**src/rtl/csa_accum_seq.sv**
```systemverilog
`timescale 1ns / 1ps
// Carry-save accumulation sequencer: one CSA step per operand, one carry-propagate add per group.
// Optional guard-bit overflow detection is enabled by defining CSA_ACCUM_OVF_EN.
module csa_accum_seq #(
  parameter int unsigned BITS    = 48,
  parameter int unsigned MAX_OPS = 64,
  localparam int unsigned CW     = $clog2(MAX_OPS + 1)
) (
  input  logic            clk_i,
  input  logic            rst_i,
  input  logic            op_valid_i,
  output logic            op_ready_o,
  input  logic [BITS-1:0] op_data_i,
  input  logic            op_last_i,
  output logic            res_valid_o,
  input  logic            res_ready_i,
  output logic [BITS-1:0] res_data_o,
  output logic [CW-1:0]   res_count_o,
  output logic            res_ovf_o
);

`ifdef CSA_ACCUM_OVF_EN
  // Guard bits make sum_q + carry_q exact for up to MAX_OPS operands.
  localparam int unsigned WW = BITS + CW;
`else
  localparam int unsigned WW = BITS;
`endif

  typedef enum logic [1:0] {StIdle, StAccum, StResolve, StOut} state_e;

  state_e            state_q, state_d;
  logic [WW-1:0]     sum_q, sum_d;
  logic [WW-1:0]     carry_q, carry_d;
  logic [CW-1:0]     cnt_q, cnt_d;
  logic [BITS-1:0]   res_data_q, res_data_d;
  logic [CW-1:0]     res_count_q, res_count_d;
  logic              res_valid_q, res_valid_d;
  logic              res_ovf_q, res_ovf_d;

  logic [WW-1:0]     x_w;
  logic [WW-1:0]     csa_s;
  logic [WW-1:0]     csa_c;
  logic [WW-1:0]     wide_sum;
  logic [CW-1:0]     cnt_inc;
  logic              accept;

  assign x_w      = WW'(op_data_i);
  assign csa_s    = sum_q ^ carry_q ^ x_w;
  // Majority shifted left by one; the top majority bit falls off the register.
  assign csa_c    = {(sum_q[WW-2:0] & carry_q[WW-2:0]) | (carry_q[WW-2:0] & x_w[WW-2:0]) |
                     (x_w[WW-2:0] & sum_q[WW-2:0]), 1'b0};
  assign wide_sum = sum_q + carry_q;
  assign cnt_inc  = cnt_q + 1'b1;

  assign op_ready_o = (state_q == StIdle) || (state_q == StAccum);
  assign accept     = op_valid_i && op_ready_o;

  always_comb begin
    state_d     = state_q;
    sum_d       = sum_q;
    carry_d     = carry_q;
    cnt_d       = cnt_q;
    res_data_d  = res_data_q;
    res_count_d = res_count_q;
    res_valid_d = res_valid_q;
    res_ovf_d   = res_ovf_q;
    unique case (state_q)
      StIdle: begin
        if (accept) begin
          sum_d   = x_w;
          carry_d = '0;
          cnt_d   = CW'(1);
          state_d = (op_last_i || (MAX_OPS == 1)) ? StResolve : StAccum;
        end
      end
      StAccum: begin
        if (accept) begin
          sum_d   = csa_s;
          carry_d = csa_c;
          cnt_d   = cnt_inc;
          if (op_last_i || (cnt_inc == CW'(MAX_OPS))) begin
            state_d = StResolve;
          end
        end
      end
      StResolve: begin
        res_data_d  = wide_sum[BITS-1:0];
        res_count_d = cnt_q;
        res_valid_d = 1'b1;
`ifdef CSA_ACCUM_OVF_EN
        res_ovf_d   = |wide_sum[WW-1:BITS];
`else
        res_ovf_d   = 1'b0;
`endif
        state_d     = StOut;
      end
      StOut: begin
        if (res_ready_i) begin
          res_valid_d = 1'b0;
          cnt_d       = '0;
          state_d     = StIdle;
        end
      end
      default: state_d = StIdle;
    endcase
  end

  always_ff @(posedge clk_i) begin
    if (rst_i) begin
      state_q     <= StIdle;
      sum_q       <= '0;
      carry_q     <= '0;
      cnt_q       <= '0;
      res_data_q  <= '0;
      res_count_q <= '0;
      res_valid_q <= 1'b0;
      res_ovf_q   <= 1'b0;
    end else begin
      state_q     <= state_d;
      sum_q       <= sum_d;
      carry_q     <= carry_d;
      cnt_q       <= cnt_d;
      res_data_q  <= res_data_d;
      res_count_q <= res_count_d;
      res_valid_q <= res_valid_d;
      res_ovf_q   <= res_ovf_d;
    end
  end

  assign res_data_o  = res_data_q;
  assign res_count_o = res_count_q;
  assign res_valid_o = res_valid_q;
  assign res_ovf_o   = res_ovf_q;

endmodule

```
**config.mk**
```make
export PLATFORM = sky130hd
export DESIGN_NAME = csa_accum_seq
export DESIGN_NICKNAME = d
export VERILOG_FILES = /design/src/rtl/csa_accum_seq.sv
export SDC_FILE = /design/constraint.sdc
export NUM_CORES = 1
export LEC_CHECK = 0
export CAP_MARGIN = 20
export CORE_UTILIZATION = 40
export DETAILED_ROUTE_END_ITERATION = 12
export MAX_ROUTING_LAYER = met4
export SLEW_MARGIN = 10
export SYNTH_ARGS = -nofsm -noshare
export SYNTH_HDL_FRONTEND = slang
export SYNTH_SLANG_ARGS = --single-unit
```
**constraint.sdc**
```tcl
create_clock -name clk_i -period 3.55 [get_ports clk_i]
set_input_delay 0.5325 -clock clk_i [delete_from_list [all_inputs] [get_ports clk_i]]
set_output_delay 0.5325 -clock clk_i [all_outputs]
set_load 0.005 [all_outputs]
```
==> impl_metrics.sql <==
INSERT INTO impl_metrics (metric_group, metric, value, unit) VALUES
('finish', 'sequential_cell_area', '0.003203', 'mm2'),
('routing', 'm1WireLength', '12860', 'um'),
('routing', 'met3_wirelength', '1092', 'um'),
('yosys', 'synth_fa_ha_area_share', '15.54', '%'),
('yosys', 'muxShareOfSynthArea', '4.888', '%'),
('routing', 'maxUsedRoutingLayer', 'met4', ''),
('finish', 'fin_cells', '1713', ''),
('routing', 'detail_route.first_pass.iterations', '5', ''),
('routing', 'routed-wl-met2', '11490', 'um'),
('finish', 'antenna_cells', '0', ''),
('finish', 'design.final.nets', '1524', ''),
('yosys', 'avgSynthCellArea', '7.816', 'um2'),
('pwr', 'p_leak', '0.004717', 'uW'),
('finish', 'area_delta_synth_final', '18.84', '%'),
('global_route', 'antenna_found_initial', '0', ''),
('job', 'cap_viol_max_count', '0', ''),
('yosys', 'synth_area_leaders', 'sky130_fd_sc_hd__dfxtp_1, sky130_fd_sc_hd__nor2_1, sky130_fd_sc_hd__fa_1', ''),
('cts', 'cts.sinks', '160', ''),
('routing', 'post-route-drc-count', '0', ''),
('yosys', 'share_of_the_synthesized_area_in_compound_gates_ao_oa_aoi_oai', '19.14', '%'),
('timing', 'final_hold_viol_count', '0', ''),
('setup_path', 'cp_data_arrival_time', '3.51', 'ns'),
('floorplan', 'core.rowCount', '58', ''),
('global_route', 'grt_pass1_vias', '8309', ''),
('setup_path', 'crit_fanout', '6', ''),
('yosys', 'yosys.cell_types.count', '63', ''),
('min_path', 'holdPathStages', '2', ''),
('timing', 'timing.final.crit_share', '90.68', '%'),
('setup_path', 'cpPeakStageDelay', '0.52', 'ns'),
('timing', 'timing_max_transition_violations_final', '0', ''),
('cts', 'root_buffer', 'sky130_fd_sc_hd__clkbuf_16', ''),
('setup_path', 'critical_path.most_common_cell', 'sky130_fd_sc_hd__a21oi_1', ''),
('routing', 'wirelength', '25840', 'um'),
('yosys', 'synth_sequential_area_ratio', '31.28', '%'),
('yosys', 'synth_area_in_xor_xnor', '3.764', '%'),
('yosys', 'synth_edf_count', '0', ''),
('yosys', 'yosys_register_bits', '160', ''),
('timing', 'rsz0062_at_grt', 'false', ''),
('timing', 'setup-tns-final', '0', 'ns'),
('setup_path', 'crit_chain', 'ha_1 > a21oi_1 > o21ai_0 > a221oi_1 > o2111ai_1 > a21oi_1 > o21ai_1 > a21boi_1 > or4b_1 > o311ai_1', ''),
('global_route', 'grt_remaining_overflow', '0', ''),
('global_route', 'maximum_number_of_pins_on_one_net_before_global_route_repair', '101', ''),
('yosys', 'netlist_instances', '1310', ''),
('cts', 'clk-insertion-delay-late', '0.43', 'ns'),
('finish', 'multiInputGateArea', '0.006186', 'mm2'),
('routing', 'viasPerCell', '5.243', ''),
('timing', 'finalWorstSetupSlack', '0.3309', 'ns'),
('yosys', 'synth.yosys.warnings', '0', ''),
('place', 'final_hpwl_dp', '18580', 'um'),
('yosys', 'synth.top_cell.area_share', '31.28', '%'),
('yosys', 'synth.cell_area', '0.01024', 'mm2'),
('status', 'run_status', 'completed', ''),
('routing', 'ant_nets', '0', ''),
('finish', 'most-common-layout-cells', 'sky130_fd_sc_hd__nor2_1, sky130_fd_sc_hd__dfxtp_1, sky130_fd_sc_hd__a21oi_1, sky130_fd_sc_hd__inv_1, sky130_fd_sc_hd__clkdlybuf4s50_1', ''),
('routing', 'count_of_routing_violations_after_the_opening_detailed_route_iteration', '650', ''),
('floorplan', 'fp.dieArea', '0.02624', 'mm2'),
('cts', 'tritoncts', 'built', ''),
('cts', 'numCtsBuffers', '17', ''),
('yosys', 'synth_simple_gate_area_share', '16.73', '%'),
('timing', 'timing.slew.headroom', '29.17', '%'),
('timing', 'clock-skew-final', '0.007674', 'ns'),
('yosys', 'synth-async-reset-ratio', '0', '%'),
('floorplan', 'die_w', '162.0', 'um'),
('pwr', 'power.density_cell_area', '576.0', 'mW/mm2'),
('floorplan', 'chipHeight', '162.0', 'um'),
('cts', 'postCtsHoldBufs', '0', ''),
('setup_path', 'worst_path_max_delay_cell', 'sky130_fd_sc_hd__a21oi_1', ''),
('timing', 'max_slew.worst_pin.slew', '1.062', 'ns'),
('finish', 'drive_gt1_share', '3.832', '%'),
('timing', 'setup-violations-final', '0', ''),
('timing', 'maxClockFrequency', '310.6', 'MHz');
-- per-stage QoR --
| stage | utilization, % | power (uW) | cell area [um2] | hold slack [ns] |
|---|---|---|---|---|
| 6_report | 48.46 | 7008 | 12170 | 0.4909 |
| 5_1_grt | 48.46 | 7516 | 12170 | 0.5156 |
| 4_1_cts | 48.46 | 7073 | 12170 | 0.4901 |
| 3_5_place_dp | 46.15 | 5175 | 11590 | 0.4834 |
| 3_3_place_gp | 46.15 | 5152 | 11590 | 0.4705 |
| 2_1_floorplan | - | 4325 | 10240 | 0.4487 |
-- per-layer routing --
layer  vias to the layer above  track usage (%)
met1                      4232            28.57
met2                       217            31.27
li1                       4505                -
met5                         -                -
met3                        27            2.835
met4                         0            6.432
-- flip-flops by register name (all words and copies together) (netlist names) --
signal and cells:
sum_q 48, state_q 2, res_valid_o 1, carry_q 47, res_count_o 7, cnt_q 7, res_data_o 48
-- where the power goes --
| part | switching, uW | leakage, uW | total [uW] | internal (uW) |
|---|---|---|---|---|
| combinational | 1730 | 0.00313 | 2850 | 1130 |
| sequential | 220 | 0.00130 | 2290 | 2070 |
| clock | 785 | 0.000284 | 1870 | 1080 |
-- cells in the mapped netlist (8+ instances only) --
master and n:
sky130_fd_sc_hd__a211oi_1 52, sky130_fd_sc_hd__xor2_1 15, sky130_fd_sc_hd__dfxtp_1 160, sky130_fd_sc_hd__nand3_1 13
sky130_fd_sc_hd__ha_1 52, sky130_fd_sc_hd__o21bai_1 8, sky130_fd_sc_hd__nand4_1 19, sky130_fd_sc_hd__a21o_1 19
sky130_fd_sc_hd__nor2_1 281, sky130_fd_sc_hd__nand2_1 54, sky130_fd_sc_hd__nor3_1 8, sky130_fd_sc_hd__a31oi_1 9
sky130_fd_sc_hd__clkbuf_1 66, sky130_fd_sc_hd__a21oi_1 157, sky130_fd_sc_hd__inv_1 156, sky130_fd_sc_hd__xnor2_1 29
sky130_fd_sc_hd__fa_1 47, sky130_fd_sc_hd__mux2i_1 50, sky130_fd_sc_hd__o21ai_0 35
-- worst min-delay path, delay by kind of cell, from the launching register on --
kind            cells  cell delay [ns]
flops               1             0.31
simple gates        1             0.08
compound gates      1             0.05
-- cell families (layout without fill, tap and decap cells) --
family                   after synthesis  count (layout)
AO/OA/AOI/OAI                        320             320
XOR/XNOR                              44              44
adder cells (fa/ha/maj)               99              99
buffers and inverters                232             305
flip-flops                           160             160
multiplexers                          50              50
other                                  1               1
AND/OR/NAND/NOR                      404             404
-- path summary, 6_finish.rpt --
check	start	to	slack, ns
worst max-delay path	sum_q[19]	res_data_o[42]	0.33
worst min-delay path	res_data_o[26]	res_data_o[26]	0.49
worst max register to register	sum_q[19]	res_data_o[42]	0.33
worst min register to register	res_data_o[26]	res_data_o[26]	0.49
-- final cells by class --
type / count / area share [%]
clock buffer: 20 / 3.835
tap: 330 / 3.393
clock inverter: 10 / 0.9255
timing repair buffer: 119 / 9.871
sequential: 160 / 26.32
inverter: 156 / 4.812
multi-input combinational: 918 / 50.84
No activity file was read; power rests on OpenSTA's default activity.
